<file path="src/rtl/led_shift_ctrl.sv">
// led_shift_ctrl: top-level control for the LED shifter.
//
// Synchronizes and debounces the four pushbuttons. It drives the tick counter's
// enable, limit select and clear signals. On each accepted terminal-count tick it
// advances the LED pattern according to the current mode and direction.
//
// Ports:
//   clk             system clock, all state on rising edge
//   i_reset         asynchronous active-high reset
//   i_sw[0]         run enable (other switches unused)
//   i_btn[3:0]      raw pushbuttons, active-high, asynchronous to clk
//                   [0] next limit select, [1] toggle direction,
//                   [2] next mode, [3] pause/resume
//   i_tick          counter terminal-count pulse
//   o_count_enable  counter enable
//   o_count_sel     counter limit select
//   o_count_clear   one-cycle clear request to the counter
//   o_led           LED pattern
//   o_mode          00 rotate, 01 ping-pong, 10 flash
`timescale 1ns/1ps
module led_shift_ctrl #(
    parameter int unsigned NB_LEDS         = 4,
    parameter int unsigned NB_SEL          = 2,
    parameter int unsigned DEBOUNCE_CYCLES = 1000000
) (
    input  logic               clk,
    input  logic               i_reset,
    input  logic [3:0]         i_sw,
    input  logic [3:0]         i_btn,
    input  logic               i_tick,
    output logic               o_count_enable,
    output logic [NB_SEL-1:0]  o_count_sel,
    output logic               o_count_clear,
    output logic [NB_LEDS-1:0] o_led,
    output logic [1:0]         o_mode
);

    localparam int unsigned CW = (DEBOUNCE_CYCLES > 1) ? $clog2(DEBOUNCE_CYCLES) : 1;
    localparam logic [CW-1:0] CNT_LAST = CW'(DEBOUNCE_CYCLES - 1);
    localparam logic [NB_LEDS-1:0] LED_ONE = NB_LEDS'(1);

    typedef enum logic [1:0] {
        ModeRotate   = 2'b00,
        ModePingpong = 2'b01,
        ModeFlash    = 2'b10,
        ModeRsvd     = 2'b11
    } mode_e;

    localparam logic DIR_LEFT  = 1'b0;
    localparam logic DIR_RIGHT = 1'b1;

    // Only the run-enable switch is used.
    logic unused_sw;
    assign unused_sw = ^i_sw[3:1];

    // ------------------------------------------------------------------
    // Button synchronizer and debouncer
    // ------------------------------------------------------------------
    logic [3:0]    sync1_q, sync2_q;
    logic [3:0]    deb_q, deb_d;
    logic [CW-1:0] cnt_q [4];
    logic [CW-1:0] cnt_d [4];
    logic [3:0]    press;

    always_comb begin
        deb_d = deb_q;
        press = '0;
        for (int i = 0; i < 4; i++) begin
            cnt_d[i] = '0;
            if (sync2_q[i] != deb_q[i]) begin
                if (cnt_q[i] == CNT_LAST) begin
                    deb_d[i] = sync2_q[i];
                    // Only a rising debounced level is an event; release is silent.
                    press[i] = sync2_q[i];
                end else begin
                    cnt_d[i] = cnt_q[i] + 1'b1;
                end
            end
        end
    end

    always_ff @(posedge clk or posedge i_reset) begin
        if (i_reset) begin
            sync1_q <= '0;
            sync2_q <= '0;
            deb_q   <= '0;
            for (int i = 0; i < 4; i++) cnt_q[i] <= '0;
        end else begin
            sync1_q <= i_btn;
            sync2_q <= sync1_q;
            deb_q   <= deb_d;
            for (int i = 0; i < 4; i++) cnt_q[i] <= cnt_d[i];
        end
    end

    // ------------------------------------------------------------------
    // Mode / pattern control
    // ------------------------------------------------------------------
    mode_e              mode_q, mode_d;
    logic               dir_q, dir_d;
    logic               paused_q, paused_d;
    logic [NB_LEDS-1:0] led_q, led_d;
    logic [NB_SEL-1:0]  sel_q, sel_d;
    logic               en_q, en_d;
    logic               clear_q, clear_d;
    logic               tick_ok;

    always_comb begin
        mode_d   = mode_q;
        dir_d    = dir_q;
        paused_d = paused_q;
        led_d    = led_q;
        sel_d    = sel_q;
        clear_d  = press[0] | press[2];
        // A tick coinciding with any button event is dropped, not deferred.
        tick_ok  = i_tick & en_q & ~(|press);

        if (press[0]) sel_d = sel_q + 1'b1;
        if (press[1]) dir_d = ~dir_q;
        if (press[3]) paused_d = ~paused_q;

        if (press[2]) begin
            case (mode_q)
                ModeRotate:   mode_d = ModePingpong;
                ModePingpong: mode_d = ModeFlash;
                default:      mode_d = ModeRotate;
            endcase
            led_d = (mode_d == ModeFlash) ? '0 : LED_ONE;
            // Mode change always restarts moving left, overriding a direction toggle.
            dir_d = DIR_LEFT;
        end else if (tick_ok) begin
            case (mode_q)
                ModePingpong: begin
                    if (dir_q == DIR_LEFT) begin
                        if (led_q[NB_LEDS-1]) begin
                            dir_d = DIR_RIGHT;
                            led_d = led_q >> 1;
                        end else begin
                            led_d = led_q << 1;
                        end
                    end else begin
                        if (led_q[0]) begin
                            dir_d = DIR_LEFT;
                            led_d = led_q << 1;
                        end else begin
                            led_d = led_q >> 1;
                        end
                    end
                end
                ModeFlash: led_d = ~led_q;
                default: begin
                    if (dir_q == DIR_LEFT) led_d = {led_q[NB_LEDS-2:0], led_q[NB_LEDS-1]};
                    else                   led_d = {led_q[0], led_q[NB_LEDS-1:1]};
                end
            endcase
        end

        en_d = i_sw[0] & ~paused_d;
    end

    always_ff @(posedge clk or posedge i_reset) begin
        if (i_reset) begin
            mode_q   <= ModeRotate;
            dir_q    <= DIR_LEFT;
            paused_q <= 1'b0;
            led_q    <= LED_ONE;
            sel_q    <= '0;
            en_q     <= 1'b0;
            clear_q  <= 1'b0;
        end else begin
            mode_q   <= mode_d;
            dir_q    <= dir_d;
            paused_q <= paused_d;
            led_q    <= led_d;
            sel_q    <= sel_d;
            en_q     <= en_d;
            clear_q  <= clear_d;
        end
    end

    assign o_count_enable = en_q;
    assign o_count_sel    = sel_q;
    assign o_count_clear  = clear_q;
    assign o_led          = led_q;
    assign o_mode         = mode_q;

endmodule

</file>
<file path="config.mk">
export PLATFORM = sky130hd
export DESIGN_NAME = led_shift_ctrl
export DESIGN_NICKNAME = d
export VERILOG_FILES = /design/src/rtl/led_shift_ctrl.sv
export SDC_FILE = /design/constraint.sdc
export NUM_CORES = 1
export LEC_CHECK = 0
export BUFFER_PORTS_ARGS = -buffer_cell sky130_fd_sc_hd__buf_2
export CAP_MARGIN = 20
export CORE_MARGIN = 2
export CORE_UTILIZATION = 61
export CTS_BUF_LIST = sky130_fd_sc_hd__clkbuf_16
export CTS_CLUSTER_DIAMETER = 30
export DETAILED_ROUTE_END_ITERATION = 8
export PLACE_DENSITY = 0.79
export SETUP_SLACK_MARGIN = 0.4
export SYNTH_ARGS = -nofsm -noshare
export SYNTH_HDL_FRONTEND = slang
export SYNTH_SLANG_ARGS = --single-unit
</file>
<file path="constraint.sdc">
create_clock -name clk -period 4.1 [get_ports clk]
set_clock_uncertainty 0.1 [all_clocks]
set_input_delay 0.615 -clock clk [delete_from_list [all_inputs] [get_ports clk]]
set_output_delay 0.615 -clock clk [all_outputs]
set_load 0.01 [all_outputs]
</file>
# Word-level counts from Yosys, hierarchy flattened
# Cells that the tools add are included.
[totals] output_inout_bits=10 register_bits=104 mem_bits_rw=0 mem_bits_ro=0 latchBits=0 in_bits=11 elab_cells=83 n_memories=0
[classes] reduce_logical=7 shifts=0 magnitude_cmp=0 mul=0 muxes=34 bitwise=9 addsub=5 eq_ne=11 div=0
[op_table] cell="20-bit 2-to-1 mux" count=8
[op_table] cell="20-bit by 1-bit adder with 20-bit output, second input constant" count=4
[op_table] cell="20-bit equality test, second input constant" count=4
[op_table] cell="4-bit 2-to-1 mux" count=6
[op_table] cell="1-bit 2-to-1 mux" count=17
[op_table] cell="4-bit case mux with 2 select lines" count=1
[op_table] cell="2-bit AND reduction" count=4
[op_table] cell="2-bit equality test, second input constant" count=2
[op_table] cell="1-bit != test" count=4
[op_table] cell="1-bit NOT" count=4
[op_table] cell="4-bit NOT" count=1
[op_table] cell="2-bit case mux with 2 select lines" count=1
[op_table] cell="4-bit OR reduction" count=1
[op_table] cell="1-bit bitwise AND" count=3
[op_table] cell="2-bit by 1-bit adder with 2-bit output, second input constant" count=1
[op_table] cell="2-bit by 1-bit equality test with 1-bit output, second input constant" count=1
[op_table] cell="2-bit logical NOT" count=1
[op_table] cell="2-bit 2-to-1 mux" count=1
[op_table] cell="2-bit nonzero test" count=1
[op_table] cell="1-bit bitwise OR" count=1

# Depth between registers and ports, before layout
# Gate-level depths: netlist of the first run.
[depth] depth_word=9 depth_mapped=8

# Worst setup path before layout of the first run
# No wires, ideal clock.
[synth_timing] kind="reg-to-reg" from="register cnt_q[40] (netlist name)" to="register led_q[0], in the netlist o_led[0]" path_buffers=0 required_ns=3.918 stages_incl_launch_ff=7 slack_ns=1.972 synth_period_minus_slack_ns=2.128 setup_ns=0.082 arrival_ns=1.946 path_cell_list="dfrtp_1 -> ha_1 -> nand4_1 -> or2_1 -> or4_1 -> nand4_2 -> mux2_4"
[synth_via] elab_chain_len=7
[synth_lines] item="from (decl)" line="61" source="logic [CW-1:0] cnt_q [4];"
[synth_lines] item="20-bit equality test" line="71" source="if (cnt_q[i] == CNT_LAST) begin"
[synth_lines] item="1-bit 2-to-1 mux" line="71"
[synth_lines] item="1-bit 2-to-1 mux" line="70" source="if (sync2_q[i] != deb_q[i]) begin"
[synth_lines] item="4-bit OR reduction" line="116" source="tick_ok = i_tick & en_q & ~(|press);"
[synth_lines] item="1-bit NOT" line="116"
[synth_lines] item="1-bit bitwise AND" line="116"
[synth_lines] item="2-bit nonzero test (no source line)"
[synth_lines] item="to (signal assigned)" line="174" source="led_q <= led_d;"
[synth_lines] item="to (decl)" line="102" source="logic [NB_LEDS-1:0] led_q, led_d;"
# Every way passes these cells.
# A chain may end at the register's enable or synchronous reset.

# Worst setup path after layout of the first run
[layout_timing] from="register cnt_q[35] (netlist name)" to="register led_q[0], in the netlist o_led[0]"
[layout_via] elab_chain_len=7
[layout_lines] item="20-bit equality test (*)" line="71"
[layout_lines] item="1-bit 2-to-1 mux (*)" line="71"
[layout_lines] item="1-bit 2-to-1 mux (*)" line="70"
[layout_lines] item="4-bit OR reduction" line="116"
[layout_lines] item="1-bit NOT" line="116"
[layout_lines] item="1-bit bitwise AND" line="116"
[layout_lines] item="2-bit nonzero test (no source line)"
# Every way passes the cells marked *; elsewhere a longest branch is shown, timed or not.

==> results of run 1 <==
==> layout by cell type (no fill, tap or decap), types with 2 or more instances in the layout <==
master / n
dfrtp_1: 103
nor2_1: 102
xnor2_1: 41
xor2_1: 38
nand2_1: 34
nand3_1: 29
nand4_1: 21
inv_1: 18
buf_2: 17
and3_1: 14
nor3_1: 10
clkbuf_16: 9
mux2_2: 8
ha_1: 8
nor4_1: 6
nor2b_1: 6
a21oi_1: 5
mux2i_1: 5
nor4b_1: 4
or4_1: 3
or3_1: 3
nand2b_1: 3
and4_1: 3
or2_2: 2
nand4b_1: 2
o221ai_1: 2
o21ai_0: 2
bufinv_16: 2
clkinv_1: 2
buf_4: 2
==> synthesized netlist by cell type, types with 2 or more instances <==
master | n | share of area
o21ai_0 | 2 | 0.0020
clkbuf_1 | 2 | 0.0015
nor4b_1 | 4 | 0.0069
dfrtp_1 | 103 | 0.51
and4_1 | 3 | 0.0052
and3_1 | 14 | 0.017
a21oi_1 | 5 | 0.0050
nor3_1 | 10 | 0.0099
nand4b_1 | 2 | 0.0035
nand2_1 | 34 | 0.025
o221ai_1 | 2 | 0.0035
or4_1 | 3 | 0.0045
buf_2 | 6 | 0.0060
xnor2_1 | 41 | 0.071
nand2b_1 | 3 | 0.0037
or3_1 | 3 | 0.0037
nand4_1 | 21 | 0.026
nor4_1 | 6 | 0.0074
ha_1 | 8 | 0.020
nor2b_1 | 6 | 0.0074
nor2_1 | 102 | 0.076
or2_2 | 2 | 0.0025
mux2_2 | 8 | 0.018
xor2_1 | 38 | 0.066
nand3_1 | 29 | 0.029
inv_1 | 18 | 0.013
mux2i_1 | 5 | 0.0099
==> stage by stage <==
step | cell area [um2] | hold WS, ns | setup WS, ns | total power [mW]
6_report | 5540 | 0.251 | 1.69 | 2.16
5_1_grt | 5540 | 0.258 | 1.55 | 2.24
4_1_cts | 5540 | 0.252 | 1.71 | 2.17
3_5_place_dp | 5230 | 0.236 | 1.77 | 1.28
3_3_place_gp | 5230 | 0.235 | 1.79 | 1.27
2_1_floorplan | 5050 | 0.231 | 0.654 | 1.23
==> registers in the layout, indices dropped and copies added (netlist names) <==
name and count:
paused_q 1, deb_q 4, o_mode 2, o_led 4
sync2_q 4, o_count_enable 1, cnt_q 80, o_count_clear 1
o_count_sel 2, dir_q 1, sync1_q 4
==> logic make-up (layout without fill, tap and decap cells) <==
logic type | Yosys count | in the layout | share of synthesized area
adder cells (fa/ha/maj) | 8 | 8 | 0.0198
buffers and inverters | 29 | 54 | 0.0238
AO/OA/AOI/OAI | 18 | 18 | 0.0250
AND/OR/NAND/NOR | 251 | 251 | 0.247
flip-flops | 104 | 104 | 0.516
XOR/XNOR | 79 | 79 | 0.137
multiplexers | 14 | 14 | 0.0307
==> power by group through the flow <==
stage	Clock (mW)	Combinational (mW)	Sequential [mW]
after global placement	0	0.150	1.12
after detailed placement	0	0.155	1.13
after CTS	0.910	0.158	1.10
after floorplan	0	0.110	1.12
after global routing	0.952	0.174	1.11
final	0.896	0.155	1.11
==> routing by layer <==
layer	part of all wire	up-vias
met5	0	-
met4	0.014	0
met3	0.039	15
met2	0.50	70
met1	0.45	1746
li1	-	1741
==> critical path, stage by stage, from the launching register on <==
cell,delay [ns]
dfrtp_1,0.41
or4_1,0.56
nor2_1,0.17
nand4_1,0.43
nand4_2,0.34
mux2_4,0.32
==> how the worst max path moves through the flow <==
| stage | start | to | slack (ns) | cells past startpoint |
|---|---|---|---|---|
| after floorplan | i_reset | cnt_q[0]$_DFF_PP0_ | 0.65 | 1 |
| after global placement | cnt_q[20]$_DFF_PP0_ | o_led[0]$_DFFE_PP1P_ | 1.79 | 6 |
| after detailed placement | cnt_q[70]$_DFF_PP0_ | cnt_q[71]$_DFF_PP0_ | 1.77 | 5 |
| after CTS | cnt_q[35]$_DFF_PP0_ | o_led[0]$_DFFE_PP1P_ | 1.71 | 5 |
| after global routing | cnt_q[20]$_DFF_PP0_ | o_led[0]$_DFFE_PP1P_ | 1.55 | 6 |
| final | cnt_q[35]$_DFF_PP0_ | o_led[0]$_DFFE_PP1P_ | 1.69 | 5 |
==> layout make-up <==
class / count / share of cell area
Sequential cell: 104 / 0.470
Timing Repair Buffer: 19 / 0.0181
Tap cell: 105 / 0.0237
Clock buffer: 9 / 0.0406
Multi-Input combinational cell: 370 / 0.419
Inverter: 19 / 0.0133
Clock inverter: 7 / 0.0158
==> results by group, run 1 <==
Status
  • Status: finished clean

Clocking
  • Max clock buf depth: 2
  • Htree depth: 3
  • Clock root buffer: clkbuf_16
  • Hold buffers post-CTS: 0
  • TritonCTS Sinks: around 100
  • CTS Buf Count: 9
  • CTS tree: done
  • Resized Gates After CTS: 0
  • Worst-skew pair later-pin latency: between 0.3 and 0.4 ns
  • Postcts setup bufs: 0
  • Clk slew on worst S/H paths: approximately 0.070 ns

Timing
  • Worst-margin pin slew: a little under 0.9 ns
  • Slew Limit Fails: 0
  • Period utilization: 0.588
  • Fmax: just over 400 MHz
  • RSZ-0062 raised after global routing: false
  • Relative slew slack: 0.415
  • Setup violators final: 0
  • Final hold violations: 0
  • Tmin final: ~2.4 ns
  • Setup_tns: 0 ns

Pwr
  • Net Sw Frac: 0.234
  • Comb pwr share: 0.072
  • Worst IR drop on VDD: ~0.32 mV
  • Clock power frac: 0.415
  • Sequential group share of total power: 0.513
  • Pwr per Cell Area: 389 nW/um2
  • Pint: between 1.5 and 2 mW
  • Pleak: approximately 2.5 nW
  • Sw Pwr: 505 uW

Final layout
  • Layout cell share with drive strength beyond 1: 0.100
  • Reg area: around 2600 um2
  • Antenna Cells: 0
  • Footprint of the multi-input gates: about 2300 um2
  • Fill count: around 600
  • Non-Filler Instances: between 600 and 700
  • Final core occ: 0.682
  • Synthesis-to-layout area growth: 9.87%
  • Nets: between 500 and 600

Global routing
  • Vias in the first global route: 3432
  • GRT met3 Usage: 0.0511
  • Initial antenna violation count: 0
  • First-pass GRT wire length: ~16000 um
  • Pin count of the biggest net entering global routing: between 70 and 80
  • Met1 global-route usage: 0.295
  • Gr usage total: 0.226
  • GRT busiest layer: met2
  • M2 GR Usage: 0.375
  • Total gr overflow: 0

Critical path
  • R2r endpoint: o_led[0]$_DFFE_PP1P_
  • Reg2Reg Depth: 5
  • WS Path Type: reg2reg
  • Flop2flop setup slack: around 1.7 ns
  • Worst path required time: 4.27 ns
  • CP Max Fanout: 9
  • R2r startpoint: cnt_q[35]$_DFF_PP0_
  • Arrival time worst endpoint: 2.58 ns
  • Critical path launch point type: flip-flop
  • CP Capture Type: flip-flop

Detailed routing
  • DRT antenna net count: 0
  • Avg WL per Cell: 14.6 um
  • DR iter-0 viols: 166
  • # DRC: 0
  • Total wire length: just over 9000 um
  • Vias/cell: between 5 and 6
  • Pre-antenna DRT Iters: 4
  • Via Count: between 3000 and 4000

Floorplanning
  • IO Count: 21
  • Die Ht: ~95 um
  • Initial core utilization: 0.620
  • Full die area: 9020 um2
  • Die width: between 90 and 100 um
  • Cell Rows: 33
  • Core area: 8130 um2

Placed design
  • I/O Buffers: 17
  • GP Congestion: approximately 0.82
  • Placed insts: around 600
  • Hpwl dp: 6070 um

Logic synthesis
  • Post-synthesis cell count: ~500
  • EDFF count, synth: 0
  • Synth cell types: 50
  • Mapped Area: just over 5000 um2
  • Seq cells post-synth: between 100 and 150
  • Synth warn: 0
  • Post-synthesis net count: ~520
  • Async S/R FF share, synth: 1.00
  • Main synth FF type: dfrtp_1
  • Post-synthesis sequential area ratio: 0.516
  • Avg Cell Area, Syn: around 10 um2

Worst hold path
  • Min-delay worst type: reg2reg
  • Hold endpoint: sync2_q[3]$_DFF_PP0_
  • Min-Delay Startpoint: sync1_q[3]$_DFF_PP0_
  • Hold Path Stages: 0

Flow run
  • Max Cap Viol: 0
(Power assumes the default switching activity.)
==> run 2, diff against run 1 <==
- CORE_UTILIZATION: 61 -> 55
- PLACE_DENSITY: 0.79 -> 0.75
- clock period: 4.1 -> 2.1 ns (I/O delays scaled with it)
==> run 2 against run 1 <==
Compared with the run above:
- power rose by 100%
- flip-flop and latch count stayed put
- clock power grew 100%
- sequential power rose by 95%
- hold slack worse by 0.23 ns
- die area up 10%
- worst setup slack got worse by 1.7 ns
- critical path depth is 2 higher
- register-to-register slack worse by 1.7 ns
- cell count increased by 12%
- cell area is 24% higher
- fmax is 15% higher
- highest routed layer unchanged
==> results by group, run 2 (synthesis gave the netlist of run 1 again) <==
Critical path
  • CP max stage delay: 0.55 ns (about the same)
  • Cell at the slowest stage of the critical path: or4_4
  • CP Max Fanout: 3 (-6)
  • WS Path Type: reg2reg
  • WP buf/inv: 1 (+1)
  • Arrival time worst endpoint: 2.26 ns (-0.32 ns)
  • Critical path launch point type: flip-flop
  • Cell Chain, Critical Path: ha_2 -> nand4_1 -> or2_4 -> or4_4 -> nand4_4 -> buf_6 -> mux2i_1
  • Worst path required time: 2.26 ns (-2.01 ns)
  • Top delay family on crit path: simple AND/OR/NAND/NOR gates
  • CP Capture Type: flip-flop

Timing
  • Setup violators final: 0 (unchanged)
  • Min Hold Slack: 0.0257 ns (-0.226 ns)
  • Final hold violations: 0 (unchanged)
  • RSZ-0062 raised after global routing: true
  • Slew Limit Fails: 0 (unchanged)
  • Setup_tns: 0 ns (unchanged)
  • Relative slew slack: 0.330 (-0.0848)
  • Period utilization: 0.997 (+0.409)
  • Fmax: 478 MHz (+15%)
  • Worst-margin pin slew: 1.00 ns (+0.138 ns)
  • Tmin final: 2.09 ns (-0.316 ns)

Pwr
  • Tot Pwr: 4.40 mW (+100%)
  • Worst IR drop on VDD: 0.491 mV (+52%)
  • Pleak: 2.90 nW (+18%)
  • Pwr per Cell Area: 642 nW/um2 (+65%)

Final layout
  • Antenna Cells: 0 (unchanged)
  • Biggest register: cnt_q
  • Final instance area: 6850 um2 (+24%)
  • Commonest cells after routing, fill and taps aside: dfrtp_1, buf_4, nor2_1, xnor2_1, xor2_1
  • Commonest non-fill, non-tap cell in the layout: dfrtp_1
  • Synthesis-to-layout area growth: 35.8%
  • Nets: 617 (+14%)
  • Max reg flops: 80 (unchanged)
  • Layout cell share with drive strength beyond 1: 0.358 (+0.258)
  • Non-Filler Instances: 711 (+12%)
  • Fill count: 530 (-11%)

Floorplanning
  • Cell Rows: 34 (+3.0%)
  • IO Count: 21 (unchanged)
  • Full die area: 9960 um2 (+10%)
  • Core area: 8810 um2 (+8.3%)
  • Die Ht: 99.8 um (+5.1%)
  • Initial core utilization: 0.573 (-0.0473)
  • Die width: 99.8 um (+5.1%)

Global routing
  • First-pass GRT wire length: 18600 um (+16%)
  • Pin count of the biggest net entering global routing: 105 (+42%)
  • Initial antenna violation count: 0 (unchanged)
  • GRT met3 Usage: 0.0467 (-0.00442)
  • Gr usage total: 0.233 (+0.00708)
  • Vias in the first global route: 4102 (+20%)
  • Total gr overflow: 0 (unchanged)
  • M2 GR Usage: 0.405 (+0.0296)
  • GRT busiest layer: met2
  • Met1 global-route usage: 0.291 (-0.00401)

Detailed routing
  • Vias/cell: 5.75 (+1.8%)
  • Pre-antenna DRT Iters: 4 (unchanged)
  • Via Count: 4085 (+14%)
  • # DRC: 0 (unchanged)
  • Avg WL per Cell: 17.1 um (+17%)
  • DR iter-0 viols: 153 (-7.8%)
  • Total wire length: 12200 um (+31%)
  • DRT antenna net count: 0 (unchanged)

Flow run
  • Max Cap Viol: 0 (unchanged)

Placed design
  • Placed insts: 645 (+4.5%)
  • Hpwl dp: 6090 um (+0.45%)
  • GP Congestion: 0.858 (+5.1%)
  • Area after DPL: 5510 um2 (+5.4%)
  • I/O Buffers: 17 (unchanged)

Clocking
  • Clk slew on worst S/H paths: 0.07 ns (about the same)
  • CTS tree: done
  • TritonCTS Sinks: 104 (unchanged)
  • Htree depth: 3 (unchanged)
  • CTS Buf Count: 9 (unchanged)
  • Worst-skew pair later-pin latency: 0.35 ns (about the same)
  • Max clock buf depth: 2 (unchanged)
  • Clock root buffer: clkbuf_16

Worst hold path
  • Min-delay worst type: in2async

Status
  • Status: finished clean
[run 2: cell count changes in the layout (fill, tap and decap cells not counted), moves of 5 or more]
cell and change:
nor2_4 +28, nand2_8 +8, nor2_2 +23, buf_4 +50, or2_4 +9, buf_6 +7
xor2_2 +5, xor2_1 -5, nor2_1 -51
[run 2: path summary, 6_finish.rpt]
kind | endpoint | startpoint | cells past startpoint | slack, ns
setup / recovery | o_led[1]$_DFFE_PP0P_ | cnt_q[41]$_DFF_PP0_ | 7 | 0.007
hold / removal | cnt_q[56]$_DFF_PP0_ | i_reset | 3 | 0.03
setup reg to reg | o_led[1]$_DFFE_PP0P_ | cnt_q[41]$_DFF_PP0_ | 7 | 0.007
hold reg to reg | sync2_q[0]$_DFF_PP0_ | sync1_q[0]$_DFF_PP0_ | 0 | 0.25
max in group asynchronous | cnt_q[62]$_DFF_PP0_ | i_reset | 3 | 1.46
min in group clk | o_count_enable$_DFF_PP0_ | i_sw[0] | 3 | 0.07
[run 2: final cells by class]
type | count | area (um2) | area share
Clock buffer | 9 | 225 | 0.0329
Clock inverter | 7 | 101 | 0.0148
Sequential cell | 104 | 2610 | 0.380
Tap cell | 108 | 135 | 0.0197
Timing Repair Buffer | 83 | 654 | 0.0955
Multi-Input combinational cell | 381 | 3060 | 0.446
Inverter | 19 | 75.1 | 0.0110
[run 2: through the flow]
stage / utilization / worst slack (ns)
global route: 0.778 / -0.108
global placement: 0.626 / 0.0682
detailed placement: 0.626 / 0.0191
CTS: 0.722 / 0.0480
floorplan: - / 0.0267
finish: 0.778 / 0.00662
[run 2: tightest hold or removal path, stage by stage]
cell and delay [ns]:
buf_2 0.11, clkinvlp_4 0.07, buf_12 0.42
[run 2: per-layer routing]
metal,vias up,wire length (um)
met5,-,0
li1,1901,-
met2,85,6360
met1,2063,5080
met3,36,391
met4,0,324
[run 2: power breakdown]
part / total, mW / internal (mW) / leakage (nW) / switching [mW]
clock network: 1.81 / 1.06 / 0.158 / 0.757
registers: 2.17 / 2.07 / 1.41 / 0.105
logic: 0.411 / 0.180 / 1.34 / 0.231
[run 2: repair_timing]
| action | CTS | global route |
|---|---|---|
| endpoints found under the setup margin | 93 | 94 |
| gates cloned | 9 | 2 |
| gates resized for setup | 39 | 98 |
| pin swaps | 16 | 69 |
| hold endpoints to repair | 4 | 0 |
| hold buffers | 4 | 0 |
| setup buffers | 27 | 8 |
